### config.mk
export PLATFORM = sky130hd
export DESIGN_NAME = num_to_str
export DESIGN_NICKNAME = d
export VERILOG_FILES = /design/src/rtl/num_to_str.sv
export SDC_FILE = /design/constraint.sdc
export NUM_CORES = 1
export LEC_CHECK = 0
export CORE_ASPECT_RATIO = 1.25
export CORE_MARGIN = 2
export CORE_UTILIZATION = 56
export CTS_BUF_LIST = sky130_fd_sc_hd__clkbuf_4
export CTS_CLUSTER_SIZE = 40
export DETAILED_ROUTE_END_ITERATION = 12
export PLACE_DENSITY_LB_ADDON = 0.1
export SKIP_LAST_GASP = 1
export SYNTH_ARGS = -nofsm -noshare
export SYNTH_HDL_FRONTEND = slang
export SYNTH_SLANG_ARGS = --single-unit
### constraint.sdc
create_clock -name clk -period 4.1 [get_ports clk]
set_clock_uncertainty 0.2 [all_clocks]
set_input_delay 0.615 -clock clk [delete_from_list [all_inputs] [get_ports clk]]
set_output_delay 0.615 -clock clk [all_outputs]
set_load 0.02 [all_outputs]
### src/rtl/num_to_str.sv
// -----------------------------------------------------------------------------
// num_to_str
// Converts a 32-bit number into its decimal ASCII representation.
// The output is a byte stream: optional "-", the digits most significant
// first with leading zeros suppressed, then the TERM byte.
// Binary-to-BCD conversion uses shift-and-add-3, one bit per cycle.
//
// Optional feature: define NUM_TO_STR_SIGNED_EN to treat n_dtm as two's
// complement. Negative values then emit a leading "-".
// Without the macro, n_dtm is unsigned and no sign logic exists.
//
// Ports:
//   clk    in   1   system clock, rising edge
//   rst_n  in   1   synchronous active-low reset
//   n_dtm  in  32   number to convert
//   n_vld  in   1   n_dtm valid
//   n_rdy  out  1   ready to accept a number (IDLE only)
//   s_dtm  out  8   ASCII output byte
//   s_vld  out  1   s_dtm valid
//   s_rdy  in   1   downstream ready for a byte
// -----------------------------------------------------------------------------
`timescale 1ns/1ps
module num_to_str #(
    parameter logic [7:0] TERM = 8'h0A
) (
    input  logic        clk,
    input  logic        rst_n,
    input  logic [31:0] n_dtm,
    input  logic        n_vld,
    output logic        n_rdy,
    output logic [7:0]  s_dtm,
    output logic        s_vld,
    input  logic        s_rdy
);

    typedef enum logic [2:0] {
        IDLE        = 3'd0,
        CONVERT     = 3'd1,
        EMIT_SIGN   = 3'd2,
        EMIT_DIGITS = 3'd3,
        EMIT_TERM   = 3'd4
    } state_t;

    state_t       state_r, state_nxt_s;
    logic [31:0]  bin_r, bin_nxt_s;
    logic [39:0]  bcd_r, bcd_nxt_s;
    logic [4:0]   cnt_r, cnt_nxt_s;
    logic [3:0]   dig_r, dig_nxt_s;
    logic [7:0]   s_dtm_r, s_dtm_nxt_s;
    logic         s_vld_r, s_vld_nxt_s;
    logic         n_rdy_r, n_rdy_nxt_s;
    logic [39:0]  bcd_step_s;
    logic [3:0]   lead_s;
    logic         sign_pend_s;
    logic [31:0]  mag_s;

    // One double-dabble step: add 3 to every digit >= 5, then shift in a bit.
    function automatic logic [39:0] dd_step(input logic [39:0] bcd, input logic bit_in);
        logic [39:0] adj;
        adj = bcd;
        for (int i = 0; i < 10; i++) begin
            if (bcd[4*i +: 4] >= 4'd5) begin
                adj[4*i +: 4] = bcd[4*i +: 4] + 4'd3;
            end
        end
        return {adj[38:0], bit_in};
    endfunction

    // Index of the most significant non-zero digit.
    // Returns 0 when the value is zero, so a single "0" is emitted.
    function automatic logic [3:0] lead_idx(input logic [39:0] bcd);
        logic [3:0] idx;
        idx = 4'd0;
        for (int i = 0; i < 10; i++) begin
            if (bcd[4*i +: 4] != 4'd0) begin
                idx = 4'(i);
            end
        end
        return idx;
    endfunction

    // ASCII code of the BCD digit at position idx.
    function automatic logic [7:0] digit_ascii(input logic [39:0] bcd, input logic [3:0] idx);
        logic [5:0] base;
        base = {idx, 2'b00};
        return 8'h30 + {4'h0, bcd[base +: 4]};
    endfunction

`ifdef NUM_TO_STR_SIGNED_EN
    logic neg_r, neg_nxt_s;
    assign sign_pend_s = neg_r;
    assign mag_s       = n_dtm[31] ? (~n_dtm + 32'd1) : n_dtm;
`else
    assign sign_pend_s = 1'b0;
    assign mag_s       = n_dtm;
`endif

    assign bcd_step_s = dd_step(bcd_r, bin_r[31]);
    assign lead_s     = lead_idx(bcd_step_s);

    assign n_rdy = n_rdy_r;
    assign s_dtm = s_dtm_r;
    assign s_vld = s_vld_r;

    // Next-state, datapath and next-output computation.
    always_comb begin
        state_nxt_s = state_r;
        bin_nxt_s   = bin_r;
        bcd_nxt_s   = bcd_r;
        cnt_nxt_s   = cnt_r;
        dig_nxt_s   = dig_r;
        s_dtm_nxt_s = s_dtm_r;
`ifdef NUM_TO_STR_SIGNED_EN
        neg_nxt_s   = neg_r;
`endif
        case (state_r)
            IDLE: begin
                if (n_vld) begin
                    state_nxt_s = CONVERT;
                    bin_nxt_s   = mag_s;
                    bcd_nxt_s   = 40'd0;
                    cnt_nxt_s   = 5'd0;
`ifdef NUM_TO_STR_SIGNED_EN
                    neg_nxt_s   = n_dtm[31];
`endif
                end else begin
                    state_nxt_s = IDLE;
                end
            end
            CONVERT: begin
                bcd_nxt_s = bcd_step_s;
                bin_nxt_s = {bin_r[30:0], 1'b0};
                if (cnt_r == 5'd31) begin
                    // Last shift: the first byte is computed from the final BCD
                    // value so it appears on the same edge as s_vld.
                    cnt_nxt_s = 5'd0;
                    dig_nxt_s = lead_s;
                    if (sign_pend_s) begin
                        state_nxt_s = EMIT_SIGN;
                        s_dtm_nxt_s = 8'h2D;
                    end else begin
                        state_nxt_s = EMIT_DIGITS;
                        s_dtm_nxt_s = digit_ascii(bcd_step_s, lead_s);
                    end
                end else begin
                    cnt_nxt_s = cnt_r + 5'd1;
                end
            end
            EMIT_SIGN: begin
                if (s_rdy) begin
                    state_nxt_s = EMIT_DIGITS;
                    s_dtm_nxt_s = digit_ascii(bcd_r, dig_r);
                end else begin
                    state_nxt_s = EMIT_SIGN;
                end
            end
            EMIT_DIGITS: begin
                if (s_rdy) begin
                    if (dig_r == 4'd0) begin
                        state_nxt_s = EMIT_TERM;
                        s_dtm_nxt_s = TERM;
                    end else begin
                        dig_nxt_s   = dig_r - 4'd1;
                        s_dtm_nxt_s = digit_ascii(bcd_r, dig_r - 4'd1);
                    end
                end else begin
                    state_nxt_s = EMIT_DIGITS;
                end
            end
            EMIT_TERM: begin
                if (s_rdy) begin
                    state_nxt_s = IDLE;
                    s_dtm_nxt_s = 8'h00;
                end else begin
                    state_nxt_s = EMIT_TERM;
                end
            end
            default: begin
                state_nxt_s = IDLE;
                s_dtm_nxt_s = 8'h00;
            end
        endcase
        s_vld_nxt_s = (state_nxt_s == EMIT_SIGN) || (state_nxt_s == EMIT_DIGITS) ||
                      (state_nxt_s == EMIT_TERM);
        n_rdy_nxt_s = (state_nxt_s == IDLE);
    end

    // State, datapath and output registers with synchronous reset.
    always_ff @(posedge clk) begin
        if (!rst_n) begin
            state_r <= IDLE;
            bin_r   <= 32'd0;
            bcd_r   <= 40'd0;
            cnt_r   <= 5'd0;
            dig_r   <= 4'd0;
            s_dtm_r <= 8'h00;
            s_vld_r <= 1'b0;
            n_rdy_r <= 1'b1;
`ifdef NUM_TO_STR_SIGNED_EN
            neg_r   <= 1'b0;
`endif
        end else begin
            state_r <= state_nxt_s;
            bin_r   <= bin_nxt_s;
            bcd_r   <= bcd_nxt_s;
            cnt_r   <= cnt_nxt_s;
            dig_r   <= dig_nxt_s;
            s_dtm_r <= s_dtm_nxt_s;
            s_vld_r <= s_vld_nxt_s;
            n_rdy_r <= n_rdy_nxt_s;
`ifdef NUM_TO_STR_SIGNED_EN
            neg_r   <= neg_nxt_s;
`endif
        end
    end

endmodule
* Word level (Yosys, flattened, before mapping)
Cells that the tools add are included.
** Storage, ports and cells
- Bits in registers :: 94
- Bits of input ports :: 36
- Output and inout port bits :: 10
- Word-level logic and storage cells :: 113
** Cells by class
- Add/subtract/negate cells :: 15
- $lt $le $gt $ge :: 10
- Equality and inequality tests :: 14
- Shift operators :: 3
- Mux-type cells :: 43
- Bitwise logic cells :: 1
- Reductions and logical operators :: 19
** Operator list (number)
- $shiftx A40 B7 Y4 :: 3
- $mux W4 :: 20
- $pmux W40 S2 :: 1
- $pmux W32 S2 :: 1
- $ge A4 B3 Y1 const B :: 10
- $mux W40 :: 1
- $pmux W8 S5 :: 1
- $add A4 B2 Y4 const B :: 9
- $reduce_bool A4 Y1 :: 9
- $mux W32 :: 1
- $mux W8 :: 4
- $add A6 B4 Y7 const A :: 3
- $mux W3 :: 5
- $pmux W3 S5 :: 1
- $eq A3 B2 Y1 const B :: 4
- $ne A2 B2 Y1 const B :: 6
- $mux W5 :: 2
- $pmux W5 S2 :: 1
- $pmux W4 S2 :: 1
- $mux W7 :: 1
- $eq A3 B3 Y1 const B :: 2
- $logic_not A3 Y1 :: 2
- $add A5 B1 Y5 const B :: 1
- $eq A5 B5 Y1 const B :: 1
- other kinds (11) :: 15

* Logic depth before layout (Yosys ltp)
- Depth in word-level cells :: 16
- Mapped depth :: 13
- Gate-level depth less buffers :: 11

* Worst setup path before layout
Ideal clock, no wire load.
- Kind :: register -> register
- Start :: register dig_r[0]
- End :: register s_dtm_r[3] (netlist: s_dtm[3])
- Library setup time :: 0.120 ns
- Arrival time :: 3.480 ns
- Data required time :: 3.780 ns
- Setup slack :: 0.301 ns
- Stages on the path, launching flop included :: 14
- Path buffers :: 4
- Clock period less this slack :: 3.799 ns
- Cell sequence :: dfxtp_1 > clkbuf_1 > buf_1 > buf_2 > inv_1 > ha_1 > buf_1 > mux4_2 > mux2i_1 > o221a_2 > a21oi_1 > a22oi_1 > o2111ai_1 > o31a_1
** On the way
- Cells in the longest elaborated chain, start to end :: 6
- Elaborated cells between the ends (all ways) :: 10
- Classes of those cells :: add/sub (3); shift (2); mux (4); reduce/logical (1)
** RTL lines
- from (decl) :: RTL line 48 : logic [3:0] dig_r, dig_nxt_s;
- from (signal assigned) :: RTL line 207 : dig_r <= dig_nxt_s;
- $sub A4 B1 Y4 :: RTL line 164 : s_dtm_nxt_s = digit_ascii(bcd_r, dig_r - 4'd1);
- $shiftx A40 B7 Y4 :: RTL line 86 : return 8'h30 + {4'h0, bcd[base +: 4]};
- $add A6 B4 Y7 :: RTL line 86
- $mux W7 :: RTL line 159 : if (dig_r == 4'd0) begin
- $mux W8 :: RTL line 158 : if (s_rdy) begin
- $pmux W8 S5 * :: RTL line 116 : case (state_r)
- to (signal assigned) :: RTL line 208 : s_dtm_r <= s_dtm_nxt_s;
- to (decl) :: RTL line 49 : logic [7:0] s_dtm_r, s_dtm_nxt_s;
Mark *: on every way between the ends. The rest lies on a longest branch, timed or not. The select of a mux whose other input is x is not followed.
A chain may end at the register's enable or synchronous reset.

* Worst setup path in the final report
- Start :: register bcd_r[12]
- End :: register s_dtm_r[1] (netlist: s_dtm[1])
** On the way
- Cells in the longest elaborated chain, start to end :: 14
- Elaborated cells between the ends (all ways) :: 23
- Classes of those cells :: add/sub (4); order compare (1); shift (3); mux (13); reduce/logical (2)
** RTL lines
- from (decl) :: RTL line 46 : logic [39:0] bcd_r, bcd_nxt_s;
- from (signal assigned) :: RTL line 205 : bcd_r <= bcd_nxt_s;
- $add A4 B2 Y4 or $ge A4 B3 Y1 (tied branches) :: RTL line 63, 62
- $mux W4 :: RTL line 62 : if (bcd[4*i +: 4] >= 4'd5) begin
- $reduce_bool A4 Y1 :: RTL line 75 : if (bcd[4*i +: 4] != 4'd0) begin
- $mux W4 (7 in series) :: RTL line 75
- $shiftx A40 B7 Y4 :: RTL line 86
- $add A6 B4 Y7 :: RTL line 86
- $mux W8 :: RTL line 133 : if (cnt_r == 5'd31) begin
- $pmux W8 S5 * :: RTL line 116
Marks and branches as above.

==> results.sh <==
export IMPL_status="finished, final reports clean"
export IMPL_synth_simple_gate_area_share_pct=24.92
export IMPL_postCtsSetupRepairBufs=0
export IMPL_insertion_delay_ns=0.45
export IMPL_portBuffers=43
export IMPL_reg2reg_to="s_dtm[1]"
export IMPL_stdcell_count=924
export IMPL_final_cell_mix="nand2_1, dfxtp_1, nand3_1"
export IMPL_synth_flop_cell="dfxtp_1"
export IMPL_synthesis_area_sq_um=6307
export IMPL_cts_resized=0
export IMPL_period_share_pct=83.27
export IMPL_routed_via_density=6.189
export IMPL_ir_drop_mv=0.1934
export IMPL_cp_required_ns=4.26
export IMPL_totalPowerFinal_mw=1.581
export IMPL_p_leak_nw=2.777
export IMPL_stdcell_area_sq_um=6898
export IMPL_final_common_cell="nand2_1"
export IMPL_hold_viol=0
export IMPL_worst_slew_pin_slew_ns=0.7069
export IMPL_grt_max_degree=71
export IMPL_slew_violations=0
export IMPL_synth_top_family_by_area="simple AND/OR/NAND/NOR gates"
export IMPL_crit_fanout=7
export IMPL_gr_usage_all_layers_pct=27.39
export IMPL_syn2layout_area_growth_pct=9.363
export IMPL_whs_path_depth=2
export IMPL_critical_path_class="reg -> reg"
export IMPL_drt_iter0_drc=296
export IMPL_final_core_util_pct=62.54
export IMPL_num_rows=43
export IMPL_ys_seq_area_share_pct=28.88
export IMPL_hold_buffers=0
export IMPL_post_synth_cell_area_avg_sq_um=8.191
export IMPL_synthCells=770
export IMPL_rsz0062_at_grt="false"
export IMPL_dpl_instance_area_sq_um=6774
export IMPL_worst_hold_slack_ns=0.2850
export IMPL_synth_compound_area_share_pct=22.99
export IMPL_path_cells="inv_1 -> ha_1 -> nor2b_1 -> o21bai_2 -> mux2i_1 -> nor4b_1 -> o311ai_1 -> nand2_2 -> mux4_2 -> and2_4 -> o41ai_2"
export IMPL_avgRoutedWirePerCell_um=17.51
export IMPL_layout_drive_gt1_share_pct=10.39
export IMPL_fp_coreArea_sq_um=11030
export IMPL_cp_start_kind="flop"
export IMPL_root_buffer="clkbuf_4"
export IMPL_post_route_drc_count=0
export IMPL_via_count=5719
export IMPL_fmax_mhz=292.9
export IMPL_r2r_setup_slack_ns=0.69
export IMPL_timing_rr_start="bcd_r[12]"
export IMPL_gp_congestion=0.9342
export IMPL_ys_ff_latch=91
export IMPL_antenna_diode_count=0
export IMPL_clock_path_buffers=2
export IMPL_cts_htree_levels=3
export IMPL_slew_headroom_pct=52.81
export IMPL_cts_tree="built"
export IMPL_grt_pass1_wl_mm=26.70
export IMPL_grt_overflow_total=0
export IMPL_dp_cells=908
export IMPL_die_area_sq_um=12130
export IMPL_synthMuxAreaShare_pct=11.29
export IMPL_start_util_pct=57.19
export IMPL_critPathMaxStageDelay_ns=0.50
export IMPL_synth_distinct_cells=75
export IMPL_nNetsFinal=843
export IMPL_powerDensity_nw_per_um2=229.2
export IMPL_finalWorstSetupSlack_ns=0.6858
export IMPL_dr_pass1_iters=5
export IMPL_synth_async_sr_flop_share_pct=0
export IMPL_reg2reg_depth=11
export IMPL_grt_pass1_vias=5354
export IMPL_io_pins=46
export IMPL_arrival_ns=3.57
export IMPL_slowest_stage="dfxtp_1"
export IMPL_yosys_warnings=0
export IMPL_finalSetupViolCount=0
export IMPL_antenna_found_initial=0
export IMPL_clock_sinks=91
export IMPL_cts_buffers=9
export IMPL_clk_pin_slew_ns=0.15
export IMPL_min_period_ns=3.414
export IMPL_yosys_area_share_adder_pct=4.563
export IMPL_dp_hpwl_mm=11.87
export IMPL_min_from="rst_n"
export IMPL_end_kind="flop"
export IMPL_fin_tns_setup_ns=0
export IMPL_yosys_area_share_xor_xnor_pct=1.666
export IMPL_max_cap_violations=0
export IMPL_finalWirelength_mm=16.18
export IMPL_drtAntennaViolNets=0
export IMPL_synth_edf_count=0
export IMPL_min_to="s_vld"
export IMPL_dp_worst_setup_slack_ns=0.7991
export IMPL_die_h_um=122.7
export IMPL_die_x_um=98.93
export IMPL_hold_class="in -> reg"
-- report_power, final --
| part | internal [mW] | switching, mW | leakage [nW] |
|---|---|---|---|
| sequential | 0.915 | 0.0198 | 0.742 |
| combinational | 0.0833 | 0.0989 | 1.97 |
| clock | 0.138 | 0.327 | 0.0649 |
-- metal layers --
layer  global-route usage, %  vias to the layer above  routed length [um]
met3                   4.214                       40                 791
met2                   47.68                      179                8033
met5                       0                        -                   0
met1                   33.54                     2706                6750
met4                   11.90                        0                 603
li1                        -                     2794                   -
-- area by class of cell --
type	count	area, sq um
Tap cell	135	168.9
Fill cell	988	4131
Clock inverter	6	48.80
Inverter	30	112.6
Multi-Input combinational cell	595	4140
Clock buffer	10	75.07
Sequential cell	91	1822
Timing Repair Buffer	57	530.5
-- worst max-delay path, delay by kind of cell, from the launching register on --
| family | cells | cell delay, ns |
|---|---|---|
| fa+ha+maj | 1 | 0.24 |
| buf+inv | 1 | 0.14 |
| mux | 2 | 0.63 |
| simple gates | 4 | 0.92 |
| flops | 1 | 0.50 |
| compound gates | 3 | 0.68 |
-- state kept, by name, indices dropped and copies added, names as in the netlist --
signal / flops
bcd_r: 40
dig_r: 4
s_dtm: 5
s_vld: 1
bin_r: 32
cnt_r: 5
n_rdy: 1
state_r: 3
-- cell usage after synthesis, drive strengths merged (3+ instances only) --
library cell  number  area, sq um
o22ai             11        68.82
nor2              40        150.1
buf               20        101.3
o22a               4        35.03
clkbuf            35        141.4
nor2b             34        212.7
inv               30        112.6
xnor2             10        87.58
o211a             31        310.3
nor3              15        75.07
a21o               4        30.03
and3               5        32.53
o21a               4        30.03
o31ai              5        37.54
nor4               5        65.07
nand3             45        230.2
a21oi             35        205.2
a22oi             34        255.2
or4                3        26.27
o21ai             35        178.9
nand2            116        445.4
a21boi             4        30.03
dfxtp             91         1822
o21bai             6        56.30
ha                23        287.8
nand2b            16        102.6
o311ai             4        35.03
and2              18        118.9
mux2               4        45.04
mux2i             28        284.0
a31oi              3        18.77
mux4              17        382.9
nor3b              5        37.54
-- cell families (layout without fill, tap and decap cells) --
family          after synthesis  after routing
xor+xnor                     12             12
other cells                   1              2
flops                        91             91
compound gates              197            197
simple gates                312            312
fa+ha+maj                    23             23
buf+inv                      85            103
mux                          49             49
-- worst max-delay path by stage --
stage          cells past startpoint  slack, ns       from       end
4_1_cts                           11       0.75  bcd_r[12]  s_dtm[1]
5_1_grt                           11       0.48  bcd_r[12]  s_dtm[1]
3_3_place_gp                      12       0.81  bcd_r[12]  s_dtm[0]
2_1_floorplan                     13       0.30   dig_r[0]  s_dtm[3]
3_5_place_dp                      11       0.80  bcd_r[12]  s_dtm[1]
6_report                          11       0.69  bcd_r[12]  s_dtm[1]
Note: power is estimated with default switching activity, not from simulation.
